===== src/rtl/bpm_disp_pkg.sv =====
// Shared types, constants and segment decoder for the BPM seven-segment display.
// Optional stale-blanking feature is enabled with `define BPM_STALE_BLANK_EN.
package bpm_disp_pkg;

    typedef enum logic [1:0] {
        IDLE,
        SHIFT,
        COMMIT
    } state_e;

    localparam logic [6:0] SEG_BLANK = 7'h7F;
    localparam logic [6:0] SEG_DASH  = 7'h3F;
    localparam int         MAX_BPM   = 999;
    localparam int         BIN_BITS  = 10;

    // Active-low {g,f,e,d,c,b,a}
    function automatic logic [6:0] seg7_lut(input logic [3:0] d);
        logic [6:0] s;
        case (d)
            4'd0:    s = 7'h40;
            4'd1:    s = 7'h79;
            4'd2:    s = 7'h24;
            4'd3:    s = 7'h30;
            4'd4:    s = 7'h19;
            4'd5:    s = 7'h12;
            4'd6:    s = 7'h02;
            4'd7:    s = 7'h78;
            4'd8:    s = 7'h00;
            4'd9:    s = 7'h10;
            default: s = SEG_BLANK;
        endcase
        return s;
    endfunction

endpackage


===== src/rtl/bpm_seg_display_bin2bcd.sv =====
// Sequential double-dabble converter: one shift per cycle, done pulses
// in the cycle that performs the final shift.
module bin2bcd_seq
    import bpm_disp_pkg::*;
(
    input  logic                clk,
    input  logic                reset,
    input  logic                start_i,
    input  logic [BIN_BITS-1:0] bin_i,
    output logic                done_o,
    output logic [11:0]         bcd_o
);

    logic [BIN_BITS-1:0] bin_q, bin_d;
    logic [11:0]         bcd_q, bcd_d;
    logic [3:0]          cnt_q;
    logic                act_q;
    logic [11:0]         adj;
    logic [21:0]         sh;

    always_comb begin
        adj = bcd_q;
        for (int i = 0; i < 3; i++) begin
            if (bcd_q[4*i +: 4] >= 4'd5)
                adj[4*i +: 4] = bcd_q[4*i +: 4] + 4'd3;
        end
        sh    = {adj, bin_q} << 1;
        bcd_d = sh[21:10];
        bin_d = sh[9:0];
    end

    assign done_o = act_q && (cnt_q == 4'(BIN_BITS - 1));
    assign bcd_o  = bcd_q;

    always_ff @(posedge clk or posedge reset) begin
        if (reset) begin
            bin_q <= '0;
            bcd_q <= '0;
            cnt_q <= '0;
            act_q <= 1'b0;
        end else if (start_i) begin
            bin_q <= bin_i;
            bcd_q <= '0;
            cnt_q <= '0;
            act_q <= 1'b1;
        end else if (act_q) begin
            bin_q <= bin_d;
            bcd_q <= bcd_d;
            cnt_q <= cnt_q + 4'd1;
            if (done_o)
                act_q <= 1'b0;
        end
    end

endmodule


===== src/rtl/bpm_seg_display.sv =====
// BPM display: rate-limited BCD conversion, blanked 3-digit 7-seg, beat LED.
// Define BPM_STALE_BLANK_EN to dash the digits when beats stop arriving.
module bpm_seg_display
    import bpm_disp_pkg::*;
#(
    parameter int BPM_WIDTH  = 16,
    parameter int CLOCK_FREQ = 50_000_000,
    parameter int UPDATE_HZ  = 4,
    parameter int FLASH_MS   = 100,
    parameter int STALE_MS   = 3000
) (
    input  logic                 clk,
    input  logic                 reset,
    input  logic [BPM_WIDTH-1:0] bpm_val,
    input  logic                 beat_detected,
    output logic [6:0]           hex2,
    output logic [6:0]           hex1,
    output logic [6:0]           hex0,
    output logic [11:0]          bcd_out,
    output logic                 beat_led,
    output logic                 busy
);

    localparam int UPDATE_CYCLES = CLOCK_FREQ / UPDATE_HZ;
    localparam int FLASH_CYCLES  = CLOCK_FREQ / 1000 * FLASH_MS;
    localparam int TW = $clog2(UPDATE_CYCLES);
    localparam int FW = $clog2(FLASH_CYCLES + 1);

    logic [TW-1:0] tick_q;
    logic          tick;
    state_e        state_q, state_d;
    logic          start;
    logic          done;
    logic          ovf_in, ovf_q;
    logic [BIN_BITS-1:0] bin_in;
    logic [11:0]   bcd_conv;
    logic          commit;
    logic [6:0]    hex2_q, hex1_q, hex0_q;
    logic [6:0]    hex2_d, hex1_d, hex0_d;
    logic [11:0]   bcd_q, bcd_d;
    logic [FW-1:0] flash_q;

    assign tick = (tick_q == TW'(UPDATE_CYCLES - 1));

    always_ff @(posedge clk or posedge reset) begin
        if (reset)
            tick_q <= '0;
        else if (tick)
            tick_q <= '0;
        else
            tick_q <= tick_q + 1'b1;
    end

    assign ovf_in = (bpm_val > BPM_WIDTH'(MAX_BPM));
    assign bin_in = ovf_in ? '0 : bpm_val[BIN_BITS-1:0];

    always_comb begin
        state_d = state_q;
        start   = 1'b0;
        case (state_q)
            IDLE: begin
                if (tick) begin
                    start   = 1'b1;
                    state_d = SHIFT;
                end
            end
            SHIFT:   if (done) state_d = COMMIT;
            COMMIT:  state_d = IDLE;
            default: state_d = IDLE;
        endcase
    end

    always_ff @(posedge clk or posedge reset) begin
        if (reset) begin
            state_q <= IDLE;
            ovf_q   <= 1'b0;
        end else begin
            state_q <= state_d;
            if (start)
                ovf_q <= ovf_in;
        end
    end

    bin2bcd_seq u_bcd (
        .clk     (clk),
        .reset   (reset),
        .start_i (start),
        .bin_i   (bin_in),
        .done_o  (done),
        .bcd_o   (bcd_conv)
    );

    assign commit = (state_q == COMMIT);
    assign busy   = (state_q != IDLE);

    // Leading-zero blanking; the units digit is always lit.
    always_comb begin
        if (ovf_q) begin
            hex2_d = SEG_DASH;
            hex1_d = SEG_DASH;
            hex0_d = SEG_DASH;
            bcd_d  = 12'h999;
        end else begin
            hex2_d = (bcd_conv[11:8] == 4'd0) ? SEG_BLANK
                                               : seg7_lut(bcd_conv[11:8]);
            hex1_d = (bcd_conv[11:4] == 8'd0) ? SEG_BLANK
                                               : seg7_lut(bcd_conv[7:4]);
            hex0_d = seg7_lut(bcd_conv[3:0]);
            bcd_d  = bcd_conv;
        end
    end

    always_ff @(posedge clk or posedge reset) begin
        if (reset) begin
            hex2_q <= SEG_BLANK;
            hex1_q <= SEG_BLANK;
            hex0_q <= SEG_BLANK;
            bcd_q  <= '0;
        end else if (commit) begin
            hex2_q <= hex2_d;
            hex1_q <= hex1_d;
            hex0_q <= hex0_d;
            bcd_q  <= bcd_d;
        end
    end

    always_ff @(posedge clk or posedge reset) begin
        if (reset)
            flash_q <= '0;
        else if (beat_detected)
            flash_q <= FW'(FLASH_CYCLES);
        else if (flash_q != '0)
            flash_q <= flash_q - 1'b1;
    end

    assign beat_led = (flash_q != '0);
    assign bcd_out  = bcd_q;

`ifdef BPM_STALE_BLANK_EN
    localparam int STALE_CYCLES = CLOCK_FREQ / 1000 * STALE_MS;
    localparam int SW = $clog2(STALE_CYCLES + 1);

    logic [SW-1:0] stale_cnt_q;
    logic          stale_hit;
    logic          stale_q;

    assign stale_hit = (stale_cnt_q == SW'(STALE_CYCLES));

    // Dashes persist until a commit after beats resume.
    always_ff @(posedge clk or posedge reset) begin
        if (reset) begin
            stale_cnt_q <= '0;
            stale_q     <= 1'b0;
        end else begin
            if (beat_detected)
                stale_cnt_q <= '0;
            else if (!stale_hit)
                stale_cnt_q <= stale_cnt_q + 1'b1;
            if (stale_hit)
                stale_q <= 1'b1;
            else if (commit)
                stale_q <= 1'b0;
        end
    end

    assign hex2 = (stale_hit || stale_q) ? SEG_DASH : hex2_q;
    assign hex1 = (stale_hit || stale_q) ? SEG_DASH : hex1_q;
    assign hex0 = (stale_hit || stale_q) ? SEG_DASH : hex0_q;
`else
    assign hex2 = hex2_q;
    assign hex1 = hex1_q;
    assign hex0 = hex0_q;
`endif

endmodule


===== config.mk =====
export PLATFORM = sky130hd
export DESIGN_NAME = bpm_seg_display
export DESIGN_NICKNAME = d
export VERILOG_FILES = /design/src/rtl/bpm_disp_pkg.sv /design/src/rtl/bpm_seg_display_bin2bcd.sv /design/src/rtl/bpm_seg_display.sv
export SDC_FILE = /design/constraint.sdc
export NUM_CORES = 1
export LEC_CHECK = 0
export BUFFER_PORTS_ARGS = -buffer_cell sky130_fd_sc_hd__buf_2
export CAP_MARGIN = 20
export CORE_MARGIN = 2
export CORE_UTILIZATION = 43
export DETAILED_ROUTE_END_ITERATION = 8
export GPL_TIMING_DRIVEN = 0
export PLACE_DENSITY = 0.66
export RECOVER_POWER = 25
export SLEW_MARGIN = 20
export SYNTH_ARGS = -nofsm -noshare
export SYNTH_HDL_FRONTEND = slang
export SYNTH_SLANG_ARGS = --single-unit

===== constraint.sdc =====
create_clock -name clk -period 4 [get_ports clk]
set_clock_uncertainty 0.1 [all_clocks]
set_input_delay 0.8 -clock clk [delete_from_list [all_inputs] [get_ports clk]]
set_output_delay 0.8 -clock clk [all_outputs]
set_load 0.02 [all_outputs]

# == Word level (Yosys, flattened, before mapping) ==
# Memory sizes are Yosys's and may differ from the RTL's.
# Index checks and enable logic that the tools add are counted.
# totals
reg_bits,110
romBits,336
in_bits,19
out_inout_bits,35
elab_cells,67
n_memories,3
# memory_table
name,words,word_bits,read_ports,rd_clocked_by_memory_dff,wr,line_no,source
(name not given),16,7,1,0,0,bpm_disp_pkg.sv:19,case (d)
(name not given),16,7,1,0,0,bpm_disp_pkg.sv:19,
(name not given),16,7,1,0,0,bpm_disp_pkg.sv:19,
# classes
addsub,6
magnitude_cmp,4
eq_ne,6
mux,27
reduce_logical,9
# ops
cell,n
23-bit 2-to-1 mux,2
12-bit 2-to-1 mux,3
7-bit 2-to-1 mux,5
10-bit 2-to-1 mux,3
"24-bit by 1-bit adder with 24-bit output, second input constant",1
"24-bit == test, second input constant",1
24-bit 2-to-1 mux,1
23-bit nonzero test,1
"23-bit by 1-bit subtractor with 23-bit output, second input constant",1
"16-bit by 10-bit greater-than comparator with 1-bit output, second input constant",1
4-bit 2-to-1 mux,4
"4-bit by 3-bit >= comparator with 1-bit output, second input constant",3
"4-bit by 2-bit adder with 4-bit output, second input constant",2
8-bit logical NOT,1
2-bit nonzero test,3
1-bit 2-to-1 mux,5
"4-bit by 1-bit adder with 4-bit output, second input constant",1
"4-bit == test, second input constant",1
4-bit logical NOT,1
2-bit 2-to-1 mux,2
"2-bit inequality test, second input constant",2
2-bit case mux with 2 select lines,1
"3-bit by 2-bit adder with 3-bit output, second input constant",1
3-bit 2-to-1 mux,1
5 further kinds,5

# == Logic depth before layout (Yosys ltp) ==
# Gate-level depths: netlist (run 1).
# depth
ltp_word,5
mapped_depth,8
mapped_depth_nobuf,8

# == Cells and area by module ==
# From an unflattened synthesis (run 1), not the netlist that was laid out.
# hier_totals
hier_cells,640
hier_area_um2,6049.6
# by_module_without_submodules
mod,instances,cells_per_inst,area_each_um2,seq_area_each_um2
bpm_seg_display,1,493,4613.2,2103.3
bin2bcd_seq,1,147,1436.4,675.6

# == Worst setup path after synthesis (run 1) ==
# Ideal clock, no wire load.
# synth_path
kind,flip-flop to output port
startpoint,reg flash_q[11]
endpoint,out beat_led
arrival_ps,1801
required_time_ps,3100
path_slack_ps,1299
path_stages_with_launch,5
path_buffers,0
path_cell_list,dfrtp_1 nor4_1 nand4_1 nor2_1 inv_1
# synth_via
elab_chain_len,1
# synth_rtl
element,line_no,source
from (decl),bpm_seg_display.sv:41,logic [FW-1:0] flash_q;
from (signal assigned),bpm_seg_display.sv:131,flash_q <= FW'(FLASH_CYCLES);
from (signal assigned),bpm_seg_display.sv:133,flash_q <= flash_q - 1'b1;
23-bit nonzero test,bpm_seg_display.sv:136,assign beat_led = (flash_q != '0);
to (decl),bpm_seg_display.sv:20,"output logic beat_led,"
# No other way between the ends.

# == Worst setup path in the final report (run 1) ==
# layout_path
startpoint,reg flash_q[0]
endpoint,out beat_led
# Same word-level chain as after synthesis.

==> reports/metrics.csv, run 1 <==
stage;metric;value;unit
routing;drc;0;
worst_setup_path;reg2reg_to;tick_q[19];
die;ios;54;
synthesis;syn_area_per_cell;9.686;sq um
placement;placedCellCount;809;
routing;detail-route-antenna-nets;0;
cts;cts-htree-levels;3;
sta;setup_viol;0;
final_layout;stdcell_count;825;
placement;placed_area;6160;sq um
cts;cts_sinks;110;
die;fp.coreArea;12720;sq um
status;outcome;complete, but fails checks;
worst_setup_path;slowest_delay;0.52;ns
worst_setup_path;crit_slowest_cell;nor2_1;
cts;cts_root_buf;clkbuf_16;
sta;rsz0062_at_grt;false;
worst_setup_path;cp-start-kind;flop;
synthesis;synth-seq-cells;110;
worst_hold_path;whs_path_depth;2;
routing;routedWlPerCell;14.32;um
worst_hold_path;hold_path_end;bcd_out[4];
synthesis;netlist_instances;583;
worst_setup_path;worstRegToRegCells;5;
worst_setup_path;crit_buf_inv;3;
cts;cts_hold_buf;0;
grt;grt_start_max_net_pins;57;
worst_setup_path;crit_fanout;9;
worst_setup_path;timing.setup.critical_path_class;flop to output port;
final_layout;area_growth;14.87;%
power_and_ir_drop;power_leakage;2.849;nW
worst_setup_path;r2r_slack;1.13;ns
die;num_rows;41;
placement;hpwlAfterDp;8525;um
grt;grt_pass1_vias;4599;
final_layout;final_cell_mix;dfrtp_1 (89), nor2_1 (71), buf_2 (56), a21oi_1 (56), nand2_1 (44);
placement;gp_congestion;0.8565;
cts;insertion_delay;0.34;ns
synthesis;synth-edff-count;0;
status;failed_checks;capacitance limit, slew limit;
synthesis;synth_cell_type_count;49;
grt;grt-ovfl-total;0;
synthesis;yosys_warnings;0;
worst_setup_path;r2r_start;tick_q[5];
synthesis;synth_nets;621;
synthesis;syn_area;5647;sq um
grt;grt_first_pass_wirelength;20960;um
sta;tightestPinTransition;2.468;ns
sta;whs;0.3645;ns
sta;slew_headroom;-0.6545;
placement;portBuffers;53;
die;die-area;14060;sq um
sta;maxSlewViolCount;55;
routing;wl;11820;um
flow_run;maxCapViolations;1;
worst_hold_path;min-delay-start;bcd_out[4];
synthesis;ys_seq_area_frac;0.4921;
sta;post-route-period-util;0.9166;
cts;cts_tree;done;
worst_setup_path;critPathCaptureType;output port;
final_layout;fin_nets;686;
worst_setup_path;crit_chain;inv_1 -> ha_1 -> nor4b_1 -> nand4_1 -> nor2_1 -> inv_1 -> buf_2;
power_and_ir_drop;ir_drop;0.1704;mV
sta;period_needed;3.666;ns
cts;cts_buffer_depth;2;
synthesis;ys.flop_type;dfrtp_1;
final_layout;finalInstanceArea;6486;sq um
die;die_y;118.6;um
routing;via_count;4411;
routing;dr.pass1.iters;4;
routing;viasPerCell;5.347;
final_layout;antenna_cells;0;
cts;clk_pin_slew;0.07;ns
synthesis;postSynth.asyncResetShare;1.000;
die;die_x;118.6;um
sta;hold_viol;0;
final_layout;drive_gt1_frac;0.1715;
placement;dpl_worst_slack;0.6954;ns
cts;cts_inserted_buffers;9;
sta;setup_slack;0.3335;ns
worst_setup_path;arrival;2.77;ns
worst_setup_path;critPathRequiredTime;3.10;ns
worst_setup_path;crit_top_cell;inv_1;
grt;grt_antenna_before_repair;0;
sta;fmax;272.7;MHz
final_layout;layout_commonest_cell;dfrtp_1;
die;initial_utilization;0.4438;
worst_hold_path;hp-class;flop to flop;
routing;drt_iter0_drc;225;
worst_setup_path;path_delay_family;simple AND/OR/NAND/NOR gates;
power_and_ir_drop;power-per-cell-area;341.0;nW/um^2
grt;grt_use_total;0.1773;
==> worst reg2reg max path: stages, from the launching register on <==
cell and delay [ns]:
dfrtp_1 0.45, or4_1 0.54, or4_4 0.46, nor3_1 0.77, buf_2 0.36, nor2_1 0.08
==> power breakdown <==
part | switching, W | leakage, nW | internal, W | total, W
Combinational | 0.0000583 | 1.31 | 0.0000382 | 0.0000965
Clock | 0.000401 | 0.154 | 0.000564 | 0.000965
Sequential | 0.0000209 | 1.39 | 0.00113 | 0.00115
Total | 0.000481 | 2.85 | 0.00173 | 0.00221
==> layer usage <==
| layer | track usage | vias up | part of all wire |
|---|---|---|---|
| met5 | 0 | - | 0 |
| met4 | 0.05804 | 0 | 0.018 |
| met3 | 0.03185 | 16 | 0.031 |
| met2 | 0.3121 | 75 | 0.49 |
| met1 | 0.2191 | 2137 | 0.46 |
| li1 | - | 2183 | - |
==> registers in the layout, summed over array words and instances (netlist names) <==
register and count:
u_bcd.bin_q 10, ovf_q 1, tick_q 24, hex0 7
u_bcd.act_q 1, u_bcd.bcd_o 12, u_bcd.cnt_q 4, state_q 2
hex2 7, hex1 7, flash_q 23, bcd_out 12
==> Yosys cell counts, types with 7 or more instances <==
master / instances / share of area
nor3_1: 15 / 0.013
ha_1: 19 / 0.042
xnor2_1: 21 / 0.033
nand4_1: 10 / 0.011
inv_1: 23 / 0.015
a21oi_1: 56 / 0.050
o31ai_1: 9 / 0.012
or3_1: 8 / 0.0089
nand2b_1: 13 / 0.014
nand2_1: 44 / 0.029
nand3_1: 17 / 0.015
xor2_1: 15 / 0.023
dfrtp_1: 89 / 0.39
clkbuf_1: 18 / 0.012
mux2i_1: 23 / 0.041
o21ai_0: 31 / 0.027
nor2_1: 71 / 0.047
nor4_1: 7 / 0.0078
dfstp_2: 21 / 0.098
==> layout make-up <==
cell class	count	area [sq um]
Sequential cell	110	2779
Timing Repair Buffer	54	292.8
Tap cell	172	215.2
Multi-Input combinational cell	425	2675
Inverter	23	87.58
Clock buffer	10	239.0
Buffer	25	112.6
Clock inverter	6	85.08
Fill cell	1200	6236
==> worst max-delay path by stage <==
stage | startpoint | end | slack [ns] | cells after the start
3_3_place_gp | reset | bcd_out[3] | -0.95 | 2
5_1_grt | flash_q[0] | beat_led | 0.19 | 7
4_1_cts | flash_q[11] | beat_led | 0.31 | 5
3_5_place_dp | flash_q[11] | beat_led | 0.70 | 5
6_report | flash_q[0] | beat_led | 0.33 | 7
2_1_floorplan | reset | bcd_out[0] | 0.23 | 1
==> metrics by stage <==
stage,total power (W),TNS (ns),utilization
2_1_floorplan,0.001233,0,-
3_3_place_gp,0.001261,-84.52,0.4816
3_5_place_dp,0.001269,0,0.4842
4_1_cts,0.002236,0,0.5096
5_1_grt,0.002297,0,0.5098
6_report,0.002212,0,0.5098
==> cells by family (layout without fill, tap and decap cells) <==
logic type / after synthesis / in the layout / synth area share
DFF: 110 / 110 / 0.4921
xor gates and xnor gates: 36 / 36 / 0.05584
buffers and inverters: 48 / 118 / 0.03523
and+or+nand+nor: 221 / 221 / 0.2003
AOI/OAI and AO/OA: 123 / 123 / 0.1276
adders and majority gates: 19 / 19 / 0.04210
muxes: 26 / 26 / 0.04675
==> repair_timing <==
action	in CTS	in global routing
gates resized for setup	0	1
buffers inserted	0	0
setup endpoints to repair	0	1
No activity file was read; power rests on OpenSTA's default activity.
==> run 2, diff against run 1 <==
- CELL_PAD_IN_SITES_DETAIL_PLACEMENT: default -> 1
- CELL_PAD_IN_SITES_GLOBAL_PLACEMENT: default -> 1
- CORE_ASPECT_RATIO: default -> 1.2
- PLACE_DENSITY: 0.66 -> 0.8
- SLEW_MARGIN: 20 -> default
==> run 2 against run 1 <==
Effect of this change: the run still ends with capacitance limit, slew limit left; register-to-register slack hardly changed; first-iteration DRC count shrank 41%; routed wire length rose by 17%; clock power grew 14%; final cell count fell by 0.97%; sequential power barely moved; largest power group unchanged.
==> reports/metrics.csv, run 2 (synthesized netlist as in run 1, its figures left out) <==
stage;metric;value;unit;change
grt;grt_antenna_before_repair;0;;unchanged
sta;hold_viol;0;;unchanged
final_layout;reg_top3;tick_q (24), flash_q (23);;
cts;cts_inserted_buffers;9;;unchanged
die;ios;54;;unchanged
final_layout;area_growth;15.02;%;
cts;clk_pin_slew;0.07;ns;about the same
routing;via_count;4533;;+2.8%
die;num_rows;45;;+9.8%
cts;cts_tree;done;;
power_and_ir_drop;power-per-cell-area;361.8;nW/um^2;+6.1%
grt;grt_first_pass_wirelength;23550;um;+12%
power_and_ir_drop;power_frac_seq;0.490;;-0.030
cts;cts_buffer_depth;2;;unchanged
die;die_x;108.6;um;-8.4%
power_and_ir_drop;comb_power_share;0.041;;-0.003
sta;setup_viol;0;;unchanged
placement;hpwlAfterDp;9790;um;+15%
grt;grt_start_max_net_pins;58;;+1.8%
routing;wl;13820;um;+17%
cts;cts-htree-levels;3;;unchanged
cts;cts_resized;0;;unchanged
die;die_y;129.5;um;+9.2%
placement;portBuffers;53;;unchanged
status;failed_checks;capacitance limit, slew limit;;
placement;gp_congestion;0.8322;;-2.8%
worst_setup_path;r2r_slack;1.13;ns;about the same
final_layout;layout_commonest_cell;dfrtp_1;;
worst_setup_path;timing.setup.critical_path_class;flop to output port;;
final_layout;antenna_cells;0;;unchanged
sta;tightestPinTransition;2.353;ns;-0.1147 ns
status;outcome;complete, but fails checks;;
routing;drt_iter0_drc;132;;-41%
sta;maxSlewViolCount;55;;unchanged
worst_setup_path;reg2reg_to;flash_q[14];;
worst_setup_path;arrival;2.89;ns;+0.12 ns
sta;post-route-period-util;0.9478;;+0.03115
sta;period_needed;3.791;ns;+0.1246 ns
sta;fmax;263.8;MHz;-3.3%
sta;slew_headroom;-0.5776;;+0.07686
power_and_ir_drop;power_leakage;2.864;nW;+0.55%
power_and_ir_drop;switching_share;0.2102;;-0.007083
cts;insertion_delay;0.35;ns;about the same
final_layout;fin_nets;686;;unchanged
worst_setup_path;crit_fanout;9;;unchanged
cts;post_cts_buffers;0;;unchanged
sta;rsz0062_at_grt;false;;
die;fp.coreArea;12720;sq um;about the same
routing;dr.pass1.iters;4;;unchanged
final_layout;final_cell_mix;dfrtp_1 (89), nor2_1 (71), buf_2 (56), a21oi_1 (56), nand2_1 (44);;
routing;drc;0;;unchanged
final_layout;n_fill_cell;1492;;+24%
worst_setup_path;cp-startpoint;flash_q[11];;
routing;viasPerCell;5.548;;+3.8%
worst_setup_path;critPathRequiredTime;3.10;ns;about the same
cts;cts_hold_buf;0;;unchanged
grt;grt_use_total;0.2095;;+0.03222
power_and_ir_drop;p_int;0.001856;W;+7.2%
worst_setup_path;worstRegToRegCells;7;;+2
final_layout;regMostFlops;tick_q;;
worst_hold_path;hp-class;flop to flop;;
flow_run;maxCapViolations;1;;unchanged
power_and_ir_drop;p_sw;0.0004940;W;+2.8%
cts;cts_sinks;110;;unchanged
worst_setup_path;critPathCaptureType;output port;;
power_and_ir_drop;ir_drop;0.1989;mV;+17%
power_and_ir_drop;power;0.002350;W;+6.3%
die;die-area;14070;sq um;about the same
placement;placedCellCount;801;;-0.99%
final_layout;largest_reg_flops;24;;unchanged
final_layout;stdcell_count;817;;-0.97%
cts;cts_root_buf;clkbuf_16;;
final_layout;drive_gt1_frac;0.1700;;-0.001531
grt;grt_pass1_vias;4878;;+6.1%
routing;detail-route-antenna-nets;0;;unchanged
power_and_ir_drop;p_clk_frac;0.469;;+0.033
worst_setup_path;r2r_start;flash_q[0];;
worst_setup_path;cp-endpoint;beat_led;;
die;initial_utilization;0.4438;;about the same
routing;routedWlPerCell;16.91;um;+18%
worst_setup_path;cp-start-kind;flop;;
grt;grt-ovfl-total;0;;unchanged
run 2: cell count changes in the layout (fill, tap and decap cells not counted), sizes merged:
| cell | previous run | this run |
|---|---|---|
| bufinv | 2 | 4 |
| clkinv | 2 | 1 |
| clkinvlp | 3 | 2 |
| clkbuf | 28 | 29 |
| buf | 61 | 60 |
run 2: worst min path at each step:
stage	cells after the start	slack [ns]	to	start
after floorplan	1	0.35	state_q[0]	state_q[1]
after global placement	2	0.35	bcd_out[0]	bcd_out[0]
after detailed placement	2	0.35	hex2[6]	hex2[6]
after CTS	2	0.37	hex2[6]	hex2[6]
after global routing	2	0.40	bcd_out[4]	bcd_out[4]
final	2	0.36	bcd_out[4]	bcd_out[4]
run 2: cell type report:
type / instances / area [sq um] / share of cell area
flip-flops and latches: 110 / 2779 / 0.4279
multi-input cells: 425 / 2669 / 0.4109
repair buffers: 54 / 270.3 / 0.04161
clock buffers: 10 / 239.0 / 0.03679
well taps: 164 / 205.2 / 0.03159
clock inverters: 6 / 132.6 / 0.02042
plain buffers: 25 / 112.6 / 0.01734
inverters: 23 / 87.58 / 0.01348
run 2: routing by layer:
layer,track usage,share of wire,up-vias
met5,0,0,-
met4,0.06335,0.017,0
met3,0.03521,0.023,18
met2,0.3908,0.54,58
met1,0.2438,0.42,2279
li1,-,-,2178
run 2: worst max-delay path, cell delays in order, from the launching register on:
cell and delay, ns:
dfrtp_1 0.42, nor4_1 0.72, nand4_1 0.53, nor2_1 0.52, inv_1 0.17, buf_2 0.19
run 2: power by group through the flow:
stage / logic, W / clock network, W / registers [W]
global route: 0.000109 / 0.00116 / 0.00115
detailed placement: 0.000100 / 0 / 0.00117
finish: 0.0000954 / 0.00110 / 0.00115
floorplan: 0.0000676 / 0 / 0.00117
CTS: 0.000101 / 0.00113 / 0.00115
global placement: 0.0000912 / 0 / 0.00117
run 2: per-stage QoR:
step	cell area (sq um)	setup slack [ns]	hold WS, ns	utilization	setup TNS, ns
floorplan	5647	0.2325	0.3540	-	0
global placement	6117	-0.9927	0.3460	0.4807	-87.92
detailed placement	6147	0.6141	0.3542	0.4831	0
CTS	6519	0.2127	0.3654	0.5123	0
global route	6495	0.01723	0.3966	0.5104	0
finish	6495	0.2089	0.3648	0.5104	0
